$ cat config.mk
export PLATFORM = sky130hd
export DESIGN_NAME = serial_subtractor
export DESIGN_NICKNAME = d
export VERILOG_FILES = /design/src/rtl/serial_sub_pkg.sv /design/src/rtl/full_subtractor.sv /design/src/rtl/serial_subtractor.sv
export SDC_FILE = /design/constraint.sdc
export NUM_CORES = 1
export LEC_CHECK = 0
export ABC_CLOCK_PERIOD_IN_PS = 1300
export CORE_MARGIN = 3
export CORE_UTILIZATION = 30
export DETAILED_ROUTE_END_ITERATION = 10
export HOLD_SLACK_MARGIN = 0.03
export PLACE_DENSITY = 0.63
export SETUP_SLACK_MARGIN = 0.1
export SYNTH_ARGS = -nofsm -noshare
export SYNTH_HDL_FRONTEND = slang
export SYNTH_SLANG_ARGS = --single-unit
$ cat constraint.sdc
create_clock -name clk -period 1.3 [get_ports clk]
set_input_delay 0.26 -clock clk [delete_from_list [all_inputs] [get_ports clk]]
set_output_delay 0.26 -clock clk [all_outputs]
set_load 0.01 [all_outputs]
$ cat src/rtl/serial_sub_pkg.sv
// Shared types and constants for the bit-serial subtractor.
package serial_sub_pkg;

   // Default operand width when the instantiating block does not override it.
   localparam int SERIAL_SUB_DEFAULT_WIDTH = 4;

   // Control states: waiting for a request, or shifting bits through the cell.
   typedef enum logic {
      IDLE = 1'b0,
      RUN  = 1'b1
   } state_t;

endpackage

$ cat src/rtl/full_subtractor.sv
// One-bit full subtractor cell: d = a - b - bin, with borrow-out.
module full_subtractor (
   input  logic a,
   input  logic b,
   input  logic bin,
   output logic d,
   output logic bout
);

   assign d    = a ^ b ^ bin;
   // Borrow when b exceeds a outright, or when they are equal and a borrow arrives.
   assign bout = (~a & b) | (~(a ^ b) & bin);

endmodule

$ cat src/rtl/serial_subtractor.sv
// Bit-serial two's-complement subtractor: Diff = A - B - Bin, one bit per clock,
// LSB first, start/done handshake. A single full_subtractor cell is reused every
// cycle, with the inter-bit borrow held in a flop.
// Optional feature: define SERIAL_SUB_OVF_EN to add the Ovf port (signed overflow).
module serial_subtractor
   import serial_sub_pkg::*;
#(
   parameter int WIDTH = SERIAL_SUB_DEFAULT_WIDTH
) (
   input  logic             clk,
   input  logic             rst,
   input  logic             start,
   input  logic [WIDTH-1:0] A,
   input  logic [WIDTH-1:0] B,
   input  logic             Bin,
   output logic             busy,
   output logic             done,
   output logic [WIDTH-1:0] Diff,
   output logic             Bout
`ifdef SERIAL_SUB_OVF_EN
   ,
   output logic             Ovf
`endif
);

   localparam int              CNT_W    = $clog2(WIDTH) + 1;
   localparam logic [CNT_W-1:0] LAST_BIT = CNT_W'(WIDTH - 1);

   state_t             state_q, state_d;
   logic [WIDTH-1:0]   a_sr_q, a_sr_d;
   logic [WIDTH-1:0]   b_sr_q, b_sr_d;
   logic [WIDTH-1:0]   diff_q, diff_d;
   logic [CNT_W-1:0]   cnt_q, cnt_d;
   logic               bor_q, bor_d;
   logic               bout_q, bout_d;
   logic               done_q, done_d;
   logic               busy_q, busy_d;
`ifdef SERIAL_SUB_OVF_EN
   logic               ovf_q, ovf_d;
`endif

   logic               cell_d;
   logic               cell_bo;

   full_subtractor u_cell (
      .a    (a_sr_q[0]),
      .b    (b_sr_q[0]),
      .bin  (bor_q),
      .d    (cell_d),
      .bout (cell_bo)
   );

   // Next-state logic: capture operands on an accepted start, then shift one bit per cycle.
   always_comb begin
      state_d = state_q;
      a_sr_d  = a_sr_q;
      b_sr_d  = b_sr_q;
      diff_d  = diff_q;
      cnt_d   = cnt_q;
      bor_d   = bor_q;
      bout_d  = bout_q;
      busy_d  = busy_q;
      done_d  = 1'b0;
`ifdef SERIAL_SUB_OVF_EN
      ovf_d   = ovf_q;
`endif
      case (state_q)
         IDLE: begin
            if (start) begin
               a_sr_d  = A;
               b_sr_d  = B;
               bor_d   = Bin;
               cnt_d   = '0;
               busy_d  = 1'b1;
               state_d = RUN;
            end
         end
         RUN: begin
            a_sr_d = {1'b0, a_sr_q[WIDTH-1:1]};
            b_sr_d = {1'b0, b_sr_q[WIDTH-1:1]};
            diff_d = {cell_d, diff_q[WIDTH-1:1]};
            bor_d  = cell_bo;
            cnt_d  = cnt_q + 1'b1;
            if (cnt_q == LAST_BIT) begin
               bout_d  = cell_bo;
`ifdef SERIAL_SUB_OVF_EN
               // Signed overflow: borrow into the sign bit differs from borrow out of it.
               ovf_d   = bor_q ^ cell_bo;
`endif
               done_d  = 1'b1;
               busy_d  = 1'b0;
               state_d = IDLE;
            end
         end
         default: begin
            state_d = IDLE;
            busy_d  = 1'b0;
         end
      endcase
   end

   // State and datapath registers; reset aborts any operation in flight.
   always_ff @(posedge clk or posedge rst) begin
      if (rst) begin
         state_q <= IDLE;
         a_sr_q  <= '0;
         b_sr_q  <= '0;
         diff_q  <= '0;
         cnt_q   <= '0;
         bor_q   <= 1'b0;
         bout_q  <= 1'b0;
         done_q  <= 1'b0;
         busy_q  <= 1'b0;
`ifdef SERIAL_SUB_OVF_EN
         ovf_q   <= 1'b0;
`endif
      end else begin
         state_q <= state_d;
         a_sr_q  <= a_sr_d;
         b_sr_q  <= b_sr_d;
         diff_q  <= diff_d;
         cnt_q   <= cnt_d;
         bor_q   <= bor_d;
         bout_q  <= bout_d;
         done_q  <= done_d;
         busy_q  <= busy_d;
`ifdef SERIAL_SUB_OVF_EN
         ovf_q   <= ovf_d;
`endif
      end
   end

   assign busy = busy_q;
   assign done = done_q;
   assign Diff = diff_q;
   assign Bout = bout_q;
`ifdef SERIAL_SUB_OVF_EN
   assign Ovf  = ovf_q;
`endif

endmodule

# --- Word-level counts from Yosys, hierarchy flattened ---
# Index checks and enable logic that the tools add are counted.
classes:
  n_addsub: 1
  n_eq_ne: 3
  n_mux: 16
  bitwise: 8
  reduce_logical: 2
ops:
  columns: ["cell", "count"]
  rows:
  - ["4-bit one-hot mux with 2 select lines", 2]
  - ["4-bit 2-to-1 mux", 2]
  - ["1-bit 2-to-1 mux", 7]
  - ["1-bit one-hot mux with 2 select lines", 3]
  - ["3-bit one-hot mux with 2 select lines", 1]
  - ["2-bit AND reduction", 2]
  - ["3-bit by 1-bit adder with 3-bit output (second input constant)", 1]
  - ["3-bit by 2-bit equality test with 1-bit output (second input constant)", 1]
  - ["3-bit 2-to-1 mux", 1]
  - ["1-bit inverter", 3]
  - ["1-bit AND", 2]
  - ["2-bit by 1-bit inequality test with 1-bit output (second input constant)", 1]
  - ["2-bit inequality test (second input constant)", 1]
  - ["1-bit XOR", 2]
  - ["1-bit OR", 1]
totals:
  ff_bits: 20
  output_inout_bits: 7
  elab_cells: 39

# --- Longest topological paths before layout ---
logic_depth:
  depth_word: 5
  depth_mapped: 4
  ltp_nobuf: 4

# --- Cells and area by module ---
# A second synthesis with hierarchy kept.
hier_totals:
  cells_unflattened: 75
  area_unflattened_um2: 903.4
by_module_without_submodules:
  columns: ["module", "instances", "cells_each", "area_per_inst_um2", "seq_area_each_um2"]
  rows:
  - ["serial_subtractor", 1, 71, 872.1, 500.5]
  - ["full_subtractor", 1, 4, 31.3, 0.0]

# --- Worst setup path after synthesis ---
# OpenSTA, ideal clock, no wires.
synth_path:
  kind: "reg2reg"
  from: "register b_sr_q[0]"
  to: "register diff_q[3] (netlist: Diff[3])"
  t_arrival_ns: 1.073
  required_time_ns: 1.175
  slack_ns: 0.102
  stages_incl_launch_ff: 4
  path_buffers: 0
  period_less_slack_ns: 1.198
  cell_sequence: "dfrtp_1 inv_1 fa_1 mux2_2"
synth_between:
  elab_chain_cells: 2
synth_rtl:
  columns: ["item", "line", "rtl"]
  rows:
  - ["from (decl)", "serial_subtractor.sv:31", "logic [WIDTH-1:0] b_sr_q, b_sr_d;"]
  - ["from (signal assigned)", "serial_subtractor.sv:120", "b_sr_q <= b_sr_d;"]
  - ["1-bit XOR (2 in series)", "full_subtractor.sv:10", "assign d = a ^ b ^ bin;"]
  - ["named net cell_d", "serial_subtractor.sv:42", "logic cell_d;"]
  - ["to (signal assigned)", "serial_subtractor.sv:121", "diff_q <= diff_d;"]
  - ["to (decl)", "serial_subtractor.sv:32", "logic [WIDTH-1:0] diff_q, diff_d;"]
# The timed path passes the listed nets, and every way through them passes these cells.
# A chain may end at the register's enable or synchronous reset.

# --- Final worst setup path ---
# Ends and elaborated chain as after synthesis.

==> qor.yml <==
io_pins: 19
reg2reg_from: "b_sr_q[0]"
rsz0062_at_grt: "true"
placed_cell_area_um2: 1120
hold_buffers: 0
grt_pass1_vias: 613
grt_overflow_total: 0
critPathLaunch: "b_sr_q[0]"
outcome: "complete, no violations"
slowest_delay_ns: 0.46
syn_inst: 74
synth_cell_type_count: 17
slew_headroom_pct: 83.2
drive_above_1_share_pct: 31.7
async_reset_ff_share_pct: 100
hold_class: "primary input to async pin"
ys_top_cells_by_area: "dfrtp_1 (56%), mux2i_1 (12%), mux2_2 (5.0%)"
drc: 0
cts_tree: "yes"
clk_pin_slew_ns: 0.11
cp.required_ns: 1.49
stdcell_count: 135
synth_top_area_share_pct: 55.6
grt_max_degree: 21
fin_area_um2: 1210
fin_skew_ns: 0.000855
fmax_mhz: 797
maxSlewViolCount: 0
synth.net_count: 90
cts_sinks: 20
switching_share_pct: 32.6
dpl.cell_count: 123
final_util_pct: 43.1
setup_viol: 0
reg2regPathDepth: 3
fp.dieW_um: 60.8
grt_pass1_wl_um: 2690
yosys_warnings: 0
combPwrFrac_pct: 45.1
cp_max_fo: 2
yosysMostFrequentCell: "dfrtp_1"
wl_um: 1570
worstSetupPathType: "flip-flop to flip-flop"
wl_per_cell_um: 11.6
start_kind: "flip-flop"
cp_top_family: "adder cells"
dp_hpwl_um: 1140
row_count: 19
p_seq_share_pct: 41.3
internal_power_w: 0.00176
area_growth_pct: 34.3
num-nets-final: 121
cts.path.max_buffers: 2
cap_violations: 0
cts-buffers-inserted: 3
via_count: 618
power_density_nw_per_um2: 2160
fin_crit_ns: 1.25
synth-edff-count: 0
antenna_cells: 0
r2r_slack_ns: 0.05
syn_avg_cell_area_um2: 12.2
p_leak_nw: 0.594
path_cells: "inv_2 -> fa_1 -> mux2_4"
die_y_um: 60.8
seq_area_frac_synth_pct: 55.6
antenna_found_initial: 0
grt_usage_pct: 10.2
drtIter0Drc: 7
r2r_end: "Diff[3]"
cp-end-kind: "flip-flop"
worst_path_max_delay_cell: "fa_1"
tightest_slew_ns: 0.252
cts_max_level: 1
synth_area_um2: 901
clockRootBuffer: "clkbuf_4"
synth_flop_cell: "dfrtp_1"
coreArea_um2: 2810
hold_viol_final: 0
ys_seq_elements: 20
clock_latency_ns: 0.30
switching_power_w: 0.000854
dr.pass1.iters: 3
p_clk_share_pct: 13.7
die_area_um2: 3700
peakVddDrop_mv: 0.892
synth_top_cell_by_area: "dfrtp_1"
arrival_ns: 1.45
start_util_pct: 32.1
hold_slack_ns: 0.270
port_buffers: 18
period_share_pct: 96.5
synth.top_cells.by_count: "dfrtp_1 (20), mux2i_1 (11), inv_1 (7), nand2_1 (7)"
avgViaCountPerCell: 4.58
drtAntennaViolNets: 0
globalplace.congestion: 0.652
worst-path-buf-inv: 1
sequential cells by signal (all words and copies together), names as in the netlist:
signal / flops
cnt_q: 3
a_sr_q: 4
Bout: 1
bor_q: 1
done: 1
b_sr_q: 4
Diff: 4
busy: 1
state_q: 1
logic make-up (layout without fill, tap and decap cells):
group	Yosys count	count (layout)	synth area share (%)
flops	20	20	55.6
mux	16	16	18.9
simple gates	14	14	6.39
buf+inv	11	41	7.22
compound gates	9	9	5.56
fa+ha+maj	4	4	6.39
placed cells by master, fill, tap and decap left out, types with 2 or more instances in the layout:
| cell | synthesis | routed |
|---|---|---|
| inv_2 | 0 | 3 |
| inv_1 | 7 | 4 |
| o21ai_0 | 2 | 2 |
| mux2_4 | 1 | 2 |
| clkbuf_2 | 0 | 6 |
| clkdlybuf4s50_1 | 0 | 11 |
| buf_4 | 0 | 11 |
| mux2i_1 | 11 | 11 |
| o21ai_1 | 5 | 5 |
| nand2_1 | 7 | 7 |
| mux2_2 | 4 | 3 |
| clkbuf_4 | 0 | 3 |
| dfrtp_1 | 20 | 19 |
| nor2_1 | 5 | 5 |
repair_timing:
action,4_1_cts,5_1_grt
setup endpoints to repair,10,15
endpoints found under the hold margin,0,0
pin swaps,2,1
gates resized for setup,17,10
buffers inserted,6,2
power groups by stage:
stage / clock [W] / combinational (W) / sequential [W]
2_1_floorplan: 0 / 0.000679 / 0.00108
3_3_place_gp: 0 / 0.000982 / 0.00110
3_5_place_dp: 0 / 0.00102 / 0.00110
4_1_cts: 0.000378 / 0.00119 / 0.00108
5_1_grt: 0.000420 / 0.00131 / 0.00112
6_report: 0.000358 / 0.00118 / 0.00108
per-layer routing:
metal | share of wire, % | global-route usage [%]
met4 | 1.2 | 4.64
met1 | 45 | 11.9
met5 | 0 | 0
met2 | 49 | 16.6
met3 | 4.7 | 3.83
layout make-up:
| class | count | area, µm² |
|---|---|---|
| inverters | 7 | 26.3 |
| repair buffers | 30 | 253 |
| clock buffers | 4 | 36.3 |
| flip-flops and latches | 20 | 502 |
| well taps | 31 | 38.8 |
| fillers | 280 | 1600 |
| multi-input cells | 43 | 354 |
worst max path at each step:
stage,endpoint,cells past startpoint
after detailed placement,b_sr_q[2],4
after global routing,Diff[3],3
after global placement,a_sr_q[2],4
after floorplan,Diff[3],3
final,Diff[3],3
after CTS,Diff[3],3
metrics by stage:
| step | total power [W] | TNS [ns] | worst slack (ns) |
|---|---|---|---|
| 4_1_cts | 0.00265 | 0 | 0.0311 |
| 2_1_floorplan | 0.00176 | 0 | 0.102 |
| 3_3_place_gp | 0.00208 | -0.326 | -0.0471 |
| 5_1_grt | 0.00285 | 0 | 0.0198 |
| 3_5_place_dp | 0.00212 | -0.540 | -0.0735 |
| 6_report | 0.00262 | 0 | 0.0451 |
worst min-delay path, stage by stage:
cell             delay [ns]
clkdlybuf4s50_1        0.39
inv_1                  0.05
buf_4                  0.26
(Power assumes the default switching activity.)
